File: config.mk
export PLATFORM = sky130hd
export DESIGN_NAME = cdb_arbiter_flat
export DESIGN_NICKNAME = d
export VERILOG_FILES = /design/src/rtl/cdb_arbiter_if.sv /design/src/rtl/cdb_arbiter.sv /design/src/flat_wrapper.sv
export SDC_FILE = /design/constraint.sdc
export NUM_CORES = 1
export LEC_CHECK = 0
export ABC_CLOCK_PERIOD_IN_PS = 7800
export CAP_MARGIN = 20
export CORE_MARGIN = 2
export CORE_UTILIZATION = 40
export DETAILED_ROUTE_END_ITERATION = 12
export PLACE_DENSITY = 0.58
export SYNTH_ARGS = -nofsm -noshare
export SYNTH_HDL_FRONTEND = slang
export SYNTH_SLANG_ARGS = --single-unit
File: constraint.sdc
create_clock -name clk_in -period 7.8 [get_ports clk_in]
set_input_delay 1.95 -clock clk_in [delete_from_list [all_inputs] [get_ports clk_in]]
set_output_delay 1.95 -clock clk_in [all_outputs]
set_load 0.005 [all_outputs]
File: src/rtl/cdb_arbiter_if.sv
// -----------------------------------------------------------------------------
// cdb_arbiter_if
// Bundles the producer handshakes and the broadcast bus of cdb_arbiter.
//   rs_valid/rs_ready/rs_rob_id/rs_data     : result offered by the RS ALU path
//   lsb_valid/lsb_ready/lsb_rob_id/lsb_data : result offered by the load/store buffer
//   cdb_valid/cdb_rob_id/cdb_data/cdb_src   : registered common-data-bus broadcast
// Modports:
//   master : producers and CDB snoopers (drive offers, observe ready and CDB)
//   slave  : the arbiter itself
// -----------------------------------------------------------------------------
interface cdb_arbiter_if #(
  parameter int ROB_W = 4
);
  logic             rs_valid;
  logic             rs_ready;
  logic [ROB_W-1:0] rs_rob_id;
  logic [31:0]      rs_data;

  logic             lsb_valid;
  logic             lsb_ready;
  logic [ROB_W-1:0] lsb_rob_id;
  logic [31:0]      lsb_data;

  logic             cdb_valid;
  logic [ROB_W-1:0] cdb_rob_id;
  logic [31:0]      cdb_data;
  logic             cdb_src;

  modport master (
    output rs_valid, rs_rob_id, rs_data,
    output lsb_valid, lsb_rob_id, lsb_data,
    input  rs_ready, lsb_ready,
    input  cdb_valid, cdb_rob_id, cdb_data, cdb_src
  );

  modport slave (
    input  rs_valid, rs_rob_id, rs_data,
    input  lsb_valid, lsb_rob_id, lsb_data,
    output rs_ready, lsb_ready,
    output cdb_valid, cdb_rob_id, cdb_data, cdb_src
  );
endinterface

File: src/rtl/cdb_arbiter.sv
// -----------------------------------------------------------------------------
// cdb_arbiter
// Common-data-bus arbiter. Results from the RS ALU path and the load/store
// buffer are queued in one small FIFO per source; each cycle one queued result
// is granted (round-robin on ties) onto a registered broadcast bus snooped by
// the ROB, RS and LSB. A mispredict flush empties both FIFOs.
// Ports:
//   clk_in : clock, all state on the rising edge
//   rst_in : synchronous active-high reset (priority over flush and rdy_in)
//   rdy_in : global enable; low freezes all state except flush
//   flush  : mispredict flush, empties both FIFOs and drops cdb_valid
//   bus    : cdb_arbiter_if.slave (source handshakes + CDB outputs)
// Optional feature:
//   CDB_BYPASS_EN : when defined, a result arriving at an empty FIFO may go
//                   straight onto the CDB in the same edge (1-edge latency).
// -----------------------------------------------------------------------------
module cdb_arbiter #(
  parameter int ROB_W      = 4,
  parameter int FIFO_DEPTH = 2
) (
  input  logic           clk_in,
  input  logic           rst_in,
  input  logic           rdy_in,
  input  logic           flush,
  cdb_arbiter_if.slave   bus
);

  localparam int PW = $clog2(FIFO_DEPTH);
  localparam int CW = PW + 1;

  // FIFO storage and bookkeeping, one set per source
  logic [ROB_W-1:0] rs_id_mem_r   [FIFO_DEPTH];
  logic [31:0]      rs_data_mem_r [FIFO_DEPTH];
  logic [ROB_W-1:0] lsb_id_mem_r  [FIFO_DEPTH];
  logic [31:0]      lsb_data_mem_r[FIFO_DEPTH];
  logic [PW-1:0]    rs_head_r, rs_tail_r, lsb_head_r, lsb_tail_r;
  logic [CW-1:0]    rs_cnt_r, lsb_cnt_r;

  // 0 = RS, 1 = LSB; reset to LSB so RS wins the first tie
  logic             last_grant_r;

  logic             cdb_valid_r;
  logic [ROB_W-1:0] cdb_rob_id_r;
  logic [31:0]      cdb_data_r;
  logic             cdb_src_r;

  logic             active_s;
  logic             rs_ready_s, lsb_ready_s;
  logic             rs_push_s, lsb_push_s;
  logic             rs_nonempty_s, lsb_nonempty_s;
  logic             rs_byp_s, lsb_byp_s;
  logic             rs_cand_s, lsb_cand_s;
  logic             grant_rs_s, grant_lsb_s;
  logic             rs_pop_s, lsb_pop_s;
  logic             rs_wr_s, lsb_wr_s;
  logic [ROB_W-1:0] win_id_s;
  logic [31:0]      win_data_s;

  // Next FIFO occupancy: a simultaneous write and pop cancel out
  function automatic logic [CW-1:0] next_count(input logic [CW-1:0] cnt,
                                               input logic wr, input logic pop);
    logic [CW-1:0] res;
    case ({wr, pop})
      2'b10:   res = cnt + CW'(1'b1);
      2'b01:   res = cnt - CW'(1'b1);
      default: res = cnt;
    endcase
    return res;
  endfunction

  // Readiness, candidate selection, round-robin grant and winner data mux
  always_comb begin
    active_s       = rdy_in & ~flush;
    // Readiness looks only at registered occupancy, so a full FIFO stays
    // not-ready even in a cycle where it is being popped.
    rs_ready_s     = active_s & (rs_cnt_r < CW'(FIFO_DEPTH));
    lsb_ready_s    = active_s & (lsb_cnt_r < CW'(FIFO_DEPTH));
    rs_push_s      = bus.rs_valid & rs_ready_s;
    lsb_push_s     = bus.lsb_valid & lsb_ready_s;
    rs_nonempty_s  = (rs_cnt_r != {CW{1'b0}});
    lsb_nonempty_s = (lsb_cnt_r != {CW{1'b0}});
`ifdef CDB_BYPASS_EN
    rs_byp_s       = ~rs_nonempty_s & rs_push_s;
    lsb_byp_s      = ~lsb_nonempty_s & lsb_push_s;
`else
    rs_byp_s       = 1'b0;
    lsb_byp_s      = 1'b0;
`endif
    rs_cand_s      = rs_nonempty_s | rs_byp_s;
    lsb_cand_s     = lsb_nonempty_s | lsb_byp_s;
    // On a tie the source that did not win last time gets the bus.
    grant_rs_s     = rs_cand_s & (~lsb_cand_s | last_grant_r);
    grant_lsb_s    = lsb_cand_s & ~grant_rs_s;
    rs_pop_s       = active_s & grant_rs_s & rs_nonempty_s;
    lsb_pop_s      = active_s & grant_lsb_s & lsb_nonempty_s;
    // A bypassed winner goes straight to the CDB and is never stored.
    rs_wr_s        = rs_push_s & ~(grant_rs_s & rs_byp_s);
    lsb_wr_s       = lsb_push_s & ~(grant_lsb_s & lsb_byp_s);

    win_id_s       = {ROB_W{1'b0}};
    win_data_s     = 32'h0000_0000;
    if (grant_rs_s) begin
      if (rs_nonempty_s) begin
        win_id_s   = rs_id_mem_r[rs_head_r];
        win_data_s = rs_data_mem_r[rs_head_r];
      end else begin
        win_id_s   = bus.rs_rob_id;
        win_data_s = bus.rs_data;
      end
    end else if (grant_lsb_s) begin
      if (lsb_nonempty_s) begin
        win_id_s   = lsb_id_mem_r[lsb_head_r];
        win_data_s = lsb_data_mem_r[lsb_head_r];
      end else begin
        win_id_s   = bus.lsb_rob_id;
        win_data_s = bus.lsb_data;
      end
    end else begin
      win_id_s   = {ROB_W{1'b0}};
      win_data_s = 32'h0000_0000;
    end
  end

  // FIFO state, round-robin pointer and registered CDB outputs
  always_ff @(posedge clk_in) begin
    if (rst_in) begin
      for (int i = 0; i < FIFO_DEPTH; i++) begin
        rs_id_mem_r[i]    <= {ROB_W{1'b0}};
        rs_data_mem_r[i]  <= 32'h0000_0000;
        lsb_id_mem_r[i]   <= {ROB_W{1'b0}};
        lsb_data_mem_r[i] <= 32'h0000_0000;
      end
      rs_head_r    <= {PW{1'b0}};
      rs_tail_r    <= {PW{1'b0}};
      lsb_head_r   <= {PW{1'b0}};
      lsb_tail_r   <= {PW{1'b0}};
      rs_cnt_r     <= {CW{1'b0}};
      lsb_cnt_r    <= {CW{1'b0}};
      last_grant_r <= 1'b1;
      cdb_valid_r  <= 1'b0;
      cdb_rob_id_r <= {ROB_W{1'b0}};
      cdb_data_r   <= 32'h0000_0000;
      cdb_src_r    <= 1'b0;
    end else if (flush) begin
      rs_head_r   <= {PW{1'b0}};
      rs_tail_r   <= {PW{1'b0}};
      lsb_head_r  <= {PW{1'b0}};
      lsb_tail_r  <= {PW{1'b0}};
      rs_cnt_r    <= {CW{1'b0}};
      lsb_cnt_r   <= {CW{1'b0}};
      cdb_valid_r <= 1'b0;
    end else if (rdy_in) begin
      if (rs_wr_s) begin
        rs_id_mem_r[rs_tail_r]   <= bus.rs_rob_id;
        rs_data_mem_r[rs_tail_r] <= bus.rs_data;
        rs_tail_r                <= rs_tail_r + PW'(1'b1);
      end
      if (rs_pop_s) begin
        rs_head_r <= rs_head_r + PW'(1'b1);
      end
      rs_cnt_r <= next_count(rs_cnt_r, rs_wr_s, rs_pop_s);

      if (lsb_wr_s) begin
        lsb_id_mem_r[lsb_tail_r]   <= bus.lsb_rob_id;
        lsb_data_mem_r[lsb_tail_r] <= bus.lsb_data;
        lsb_tail_r                 <= lsb_tail_r + PW'(1'b1);
      end
      if (lsb_pop_s) begin
        lsb_head_r <= lsb_head_r + PW'(1'b1);
      end
      lsb_cnt_r <= next_count(lsb_cnt_r, lsb_wr_s, lsb_pop_s);

      if (grant_rs_s | grant_lsb_s) begin
        cdb_valid_r  <= 1'b1;
        cdb_rob_id_r <= win_id_s;
        cdb_data_r   <= win_data_s;
        cdb_src_r    <= grant_lsb_s;
        last_grant_r <= grant_lsb_s;
      end else begin
        // Idle bus: only the valid flag drops, payload registers hold.
        cdb_valid_r <= 1'b0;
      end
    end else begin
      cdb_valid_r <= cdb_valid_r;
    end
  end

  assign bus.rs_ready   = rs_ready_s;
  assign bus.lsb_ready  = lsb_ready_s;
  assign bus.cdb_valid  = cdb_valid_r;
  assign bus.cdb_rob_id = cdb_rob_id_r;
  assign bus.cdb_data   = cdb_data_r;
  assign bus.cdb_src    = cdb_src_r;

endmodule

File: src/flat_wrapper.sv
// flat-port wrapper written by rule: the top's interface ports become plain ports
module cdb_arbiter_flat 
#(
  parameter int ROB_W      = 4,
  parameter int FIFO_DEPTH = 2
)
  (clk_in, rst_in, rdy_in, flush, bus_rs_valid, bus_rs_rob_id, bus_rs_data, bus_lsb_valid, bus_lsb_rob_id, bus_lsb_data, bus_rs_ready, bus_lsb_ready, bus_cdb_valid, bus_cdb_rob_id, bus_cdb_data, bus_cdb_src);
  cdb_arbiter_if #(.ROB_W(ROB_W)) bus_i ();
  input  logic clk_in;
  input  logic rst_in;
  input  logic rdy_in;
  input  logic flush;
  input wire logic [$bits(bus_i.rs_valid)-1:0] bus_rs_valid;
  input wire logic [$bits(bus_i.rs_rob_id)-1:0] bus_rs_rob_id;
  input wire logic [$bits(bus_i.rs_data)-1:0] bus_rs_data;
  input wire logic [$bits(bus_i.lsb_valid)-1:0] bus_lsb_valid;
  input wire logic [$bits(bus_i.lsb_rob_id)-1:0] bus_lsb_rob_id;
  input wire logic [$bits(bus_i.lsb_data)-1:0] bus_lsb_data;
  output wire logic [$bits(bus_i.rs_ready)-1:0] bus_rs_ready;
  output wire logic [$bits(bus_i.lsb_ready)-1:0] bus_lsb_ready;
  output wire logic [$bits(bus_i.cdb_valid)-1:0] bus_cdb_valid;
  output wire logic [$bits(bus_i.cdb_rob_id)-1:0] bus_cdb_rob_id;
  output wire logic [$bits(bus_i.cdb_data)-1:0] bus_cdb_data;
  output wire logic [$bits(bus_i.cdb_src)-1:0] bus_cdb_src;
  assign bus_i.rs_valid = bus_rs_valid;
  assign bus_i.rs_rob_id = bus_rs_rob_id;
  assign bus_i.rs_data = bus_rs_data;
  assign bus_i.lsb_valid = bus_lsb_valid;
  assign bus_i.lsb_rob_id = bus_lsb_rob_id;
  assign bus_i.lsb_data = bus_lsb_data;
  assign bus_rs_ready = bus_i.rs_ready;
  assign bus_lsb_ready = bus_i.lsb_ready;
  assign bus_cdb_valid = bus_i.cdb_valid;
  assign bus_cdb_rob_id = bus_i.cdb_rob_id;
  assign bus_cdb_data = bus_i.cdb_data;
  assign bus_cdb_src = bus_i.cdb_src;
  cdb_arbiter #(.ROB_W(ROB_W), .FIFO_DEPTH(FIFO_DEPTH)) u_core (.clk_in(clk_in), .rst_in(rst_in), .rdy_in(rdy_in), .flush(flush), .bus(bus_i));
endmodule
======== Word level (Yosys, flattened, before mapping) ========
Memories as Yosys holds them, arrays and structs flattened. A register that Yosys moved wholly into a read port is not among the register bits.
Cells that the tools add are included.
Widths: inputs -> output; s select.
word-level totals
  memories ................................ 4
  RAM bits ................................ 144
  input bits .............................. 78
  bits in registers ....................... 47
  logic and storage cells ................. 104
cells by class
  bitwise gates (word level) .............. 16
  mux-type cells .......................... 43
  magnitude comparators ................... 2
  reductions and logical operators ........ 16
  add/subtract/negate cells ............... 8
  eq/ne operators ......................... 4
memories
  name                   depth  bits a word  rd ports  clocked after Yosys merged registers in  wr ports  line               source
  u_core.lsb_data_mem_r  2      32           1         1                                        2         cdb_arbiter.sv:35  logic [31:0] lsb_data_mem_r[FIFO_DEPTH];
  u_core.rs_data_mem_r   2      32           1         1                                        2         cdb_arbiter.sv:33  logic [31:0] rs_data_mem_r [FIFO_DEPTH];
  u_core.lsb_id_mem_r    2      4            1         1                                        2         cdb_arbiter.sv:34  logic [ROB_W-1:0] lsb_id_mem_r [FIFO_DEPTH];
  u_core.rs_id_mem_r     2      4            1         1                                        2         cdb_arbiter.sv:32  logic [ROB_W-1:0] rs_id_mem_r [FIFO_DEPTH];
operators with widths
  cell                 count
  $mux 32              6
  $reduce_or 32->1     2
  $mux 1               29
  $mux 4               6
  $reduce_and 2->1     6
  $and 1x1->1          11
  $pmux 2 s2           2
  $reduce_bool 2->1    4
  $reduce_or 4->1      2
  $add 1x1->1 const B  4
  $add 2x1->2 const B  2
  $eq 2x1->1 const B   2
  $eq 2x2->1 const B   2
  $lt 2x2->1 const B   2
  $sub 2x1->2 const B  2
  $not 1->1            3
  $reduce_and 3->1     1
  $or 1x1->1           2
  $reduce_or 2->1      1

======== Depth between registers and ports, before layout ========
  word-level depth ........................ 11
  depth in mapped cells ................... 10
  gate-level depth less buffers ........... 7

======== Worst setup path before layout ========
No wires, ideal clock.
  kind .................................... input to register
  from .................................... input flush
  to ...................................... memory u_core.lsb_data_mem_r[0][0], enable pin
  library setup time ...................... 0.437 ns
  stages on the path ...................... 3
  arrival time ............................ 4.057 ns
  setup slack ............................. 3.306 ns
  cells stage by stage .................... nand4bb_1 > clkbuf_1 > o21bai_1
RTL lines
  item             line                source
  start, declared  flat_wrapper.sv:12  input logic flush;
  end, declared    cdb_arbiter.sv:35

======== Worst setup path in the final report ========
  from .................................... input rdy_in
  to ...................................... output bus_rs_ready
on the way
  cells in the longest elaborated chain, start to end .. 2
ends and longest elaborated chain
  item             line                source
  start, declared  flat_wrapper.sv:11  input logic rdy_in;
  $and 1x1->1      cdb_arbiter.sv:73   active_s = rdy_in & ~flush;
  $and 1x1->1      cdb_arbiter.sv:76   rs_ready_s = active_s & (rs_cnt_r < CW'(FIFO_DEPTH));
  end, declared    flat_wrapper.sv:19  output wire logic [$bits(bus_i.rs_ready)-1:0] bus_rs_ready;
Every way passes these cells.

==> impl_metrics.json <==
{
  "total_power_uw": 2170,
  "fin_cells": 1037,
  "setup_viol": 0,
  "dieArea_sq_um": 22600,
  "grt_pass1_vias": 5630,
  "powerDensity_nw_per_um2": 205,
  "ys_ff_latch": 193,
  "syn_avg_cell_area_sq_um": 13.1,
  "finalWirelength_um": 20500,
  "tightest_slew_ps": 998,
  "cellInternalPower_uw": 1710,
  "fin_crit_ps": 5630,
  "track_usage_pct": 18.5,
  "p_clk_share_pct": 41.1,
  "slowest_stage": "clkdlybuf4s50_1",
  "synth.distinct_cells": 44,
  "rsz0062_at_grt": "false",
  "cts_tree": "done",
  "final.setup.tns_ps": 0,
  "synth_top_area_share_pct": 50.6,
  "yosysTopAreaCell": "edfxtp_1",
  "vdd_ir_drop_max_uv": 148,
  "grt_overflow_total": 0,
  "worstPathCellList": "clkdlybuf4s50_1 -> nand2b_1 -> nor2_1 -> clkdlybuf4s50_1",
  "slew_headroom_pct": 33.5,
  "yosys_warnings": 0,
  "cts_buffer_depth": 2,
  "synth_fp_nets": 733,
  "crit_path_frequent_cell": "clkdlybuf4s50_1",
  "hp-class": "reg -> reg",
  "gp_congestion": 0.789,
  "coreArea_sq_um": 21000,
  "io_buffers": 117,
  "worstPathArrival_ps": 3680,
  "antenna_found_initial": 1,
  "root_buffer": "clkbuf_16",
  "post_cts_buffers": 0,
  "synth_edf_count": 144,
  "hold_buffers": 0,
  "synth_common_cells": "and2_1, edfxtp_1, mux2_2, nand3_1, dfxtp_1",
  "period_share_pct": 72.2,
  "grt_max_degree": 41,
  "nNetsFinal": 829,
  "area_delta_synth_final_pct": 24.0,
  "clkSinkCount": 193,
  "start_kind": "primary input",
  "cap_violations": 0,
  "place_inst": 1001,
  "max_freq_mhz": 177,
  "vias": 5490,
  "seqPwrFrac_pct": 52.8,
  "synth_area_leaders": "edfxtp_1, dfxtp_1, and2_1, mux2_2, nand3_1",
  "grt_pass1_wl_um": 31000,
  "cts_repair_resize_count": 0,
  "fill_cells": 1836,
  "dp_hpwl_um": 13600,
  "slowest_delay_ps": 640,
  "drv_slew": 0,
  "h-tree-depth": 4,
  "skew_ps": 17.0,
  "path_clk_slew_ps": 70,
  "rows": 53,
  "synthArstFlopShare_pct": 0,
  "multi_input_area_sq_um": 3020,
  "netSwitchingPower_uw": 457,
  "numCtsBuffers": 17,
  "routed_via_density": 5.29,
  "path_max_fanout": 10,
  "netlist_instances": 653,
  "first_pass_iters": 5,
  "initial_utilization_pct": 40.7,
  "synthesis.area_sq_um": 8550,
  "swShare_pct": 21.1,
  "fin_area_sq_um": 10600,
  "die_y_um": 150,
  "regArea_sq_um": 5310,
  "required_ps": 5850,
  "routedWlPerCell_um": 19.8,
  "drtIter0Drc": 371,
  "ant_nets": 0,
  "path_class": "in -> out",
  "power_frac_comb_pct": 6.2,
  "drive_gt1_share_pct": 16.7,
  "ios": 118,
  "chipWidth_um": 150,
  "outcome": "finished, final reports clean",
  "cp-end-kind": "output port",
  "p_leak_uw": 0.00366,
  "hold_violations": 0,
  "yosysSeqAreaShare_pct": 62.0,
  "synth_flop_cell": "edfxtp_1",
  "diodes": 0,
  "placed_cell_area_sq_um": 9910,
  "clk_latency_ps": 440,
  "drc_errors": 0
}
## power groups by stage
stage	registers (uW)	clock network, uW	logic, uW
2_1_floorplan	1170	0	55.9
3_3_place_gp	1170	0	126
3_5_place_dp	1170	0	130
4_1_cts	1150	905	131
5_1_grt	1150	948	143
6_report	1140	891	133
## layer usage
| layer | global-route usage (%) | vias up | wire [um] |
|---|---|---|---|
| li1 | - | 2606 | - |
| met1 | 24.3 | 2727 | 9140 |
| met2 | 31.6 | 142 | 10300 |
| met3 | 3.39 | 15 | 875 |
| met4 | 4.95 | 0 | 216 |
| met5 | 0 | - | 0 |
## area by class of cell
| cell class | instances | area share [%] |
|---|---|---|
| clock buffer | 18 | 4.14 |
| clock inverter | 14 | 1.53 |
| inverter | 2 | 0.0708 |
| multi-input combinational | 406 | 28.4 |
| sequential | 193 | 50.0 |
| tap | 275 | 3.24 |
| timing repair buffer | 129 | 12.5 |
## flip-flops by register name, indices dropped and copies added (netlist names), named ones only
signal,cells
u_core.bus.cdb_data,32
u_core.bus.cdb_rob_id,4
u_core.bus.cdb_src,1
u_core.bus.cdb_valid,1
u_core.last_grant_r,1
u_core.lsb_cnt_r,2
u_core.lsb_data_mem_r,64
u_core.lsb_head_r,1
u_core.lsb_id_mem_r,8
u_core.lsb_tail_r,1
u_core.rs_cnt_r,2
u_core.rs_data_mem_r,64
u_core.rs_head_r,1
u_core.rs_id_mem_r,8
u_core.rs_tail_r,1
## worst max-delay path: cells and delay by family
family | cells | cell delay, ps
buf+inv | 2 | 1190
simple gates | 2 | 540
## worst paths after layout
| path | start | slack [ps] | cells after the start | to |
|---|---|---|---|---|
| max reg2reg | u_core.lsb_cnt_r[1] | 5400 | 3 | u_core.lsb_data_mem_r[0][2] |
| min reg2reg | u_core.lsb_head_r | 500 | 2 | u_core.lsb_head_r |
| min | u_core.lsb_head_r | 500 | 2 | u_core.lsb_head_r |
| max | rdy_in | 2170 | 4 | bus_rs_ready |
## metrics by stage
| step | util [%] | setup WS, ps | hold WS [ps] |
|---|---|---|---|
| finish | 50.5 | 2170 | 503 |
| floorplan | - | 3310 | 463 |
| global route | 50.5 | 2040 | 522 |
| CTS | 50.0 | 2160 | 500 |
| detailed placement | 47.2 | 2170 | 484 |
| global placement | 47.1 | 2170 | 470 |
## placed cells by master (no fill, tap or decap), drive strengths merged, types with 6 or more instances in the layout
master	Yosys	layout
clkdlybuf4s50	0	116
nand3	53	53
nor2	10	10
a311oi	26	26
nor4	10	10
buf	21	13
mux2i	9	9
dfxtp	49	49
and2	144	144
edfxtp	144	144
a221o	10	10
a21oi	34	34
mux2	63	63
clkinvlp	0	6
clkbuf	31	18
## cell families after synthesis
group,Yosys count,share of synthesized area [%]
AND/OR/NAND/NOR,240,17.4
flip-flops,193,62.0
AO/OA/AOI/OAI,86,7.36
multiplexers,72,9.35
buffers and inverters,54,2.97
XOR/XNOR,6,0.615
adder cells (fa/ha/maj),2,0.293
No activity file was read; power rests on OpenSTA's default activity.
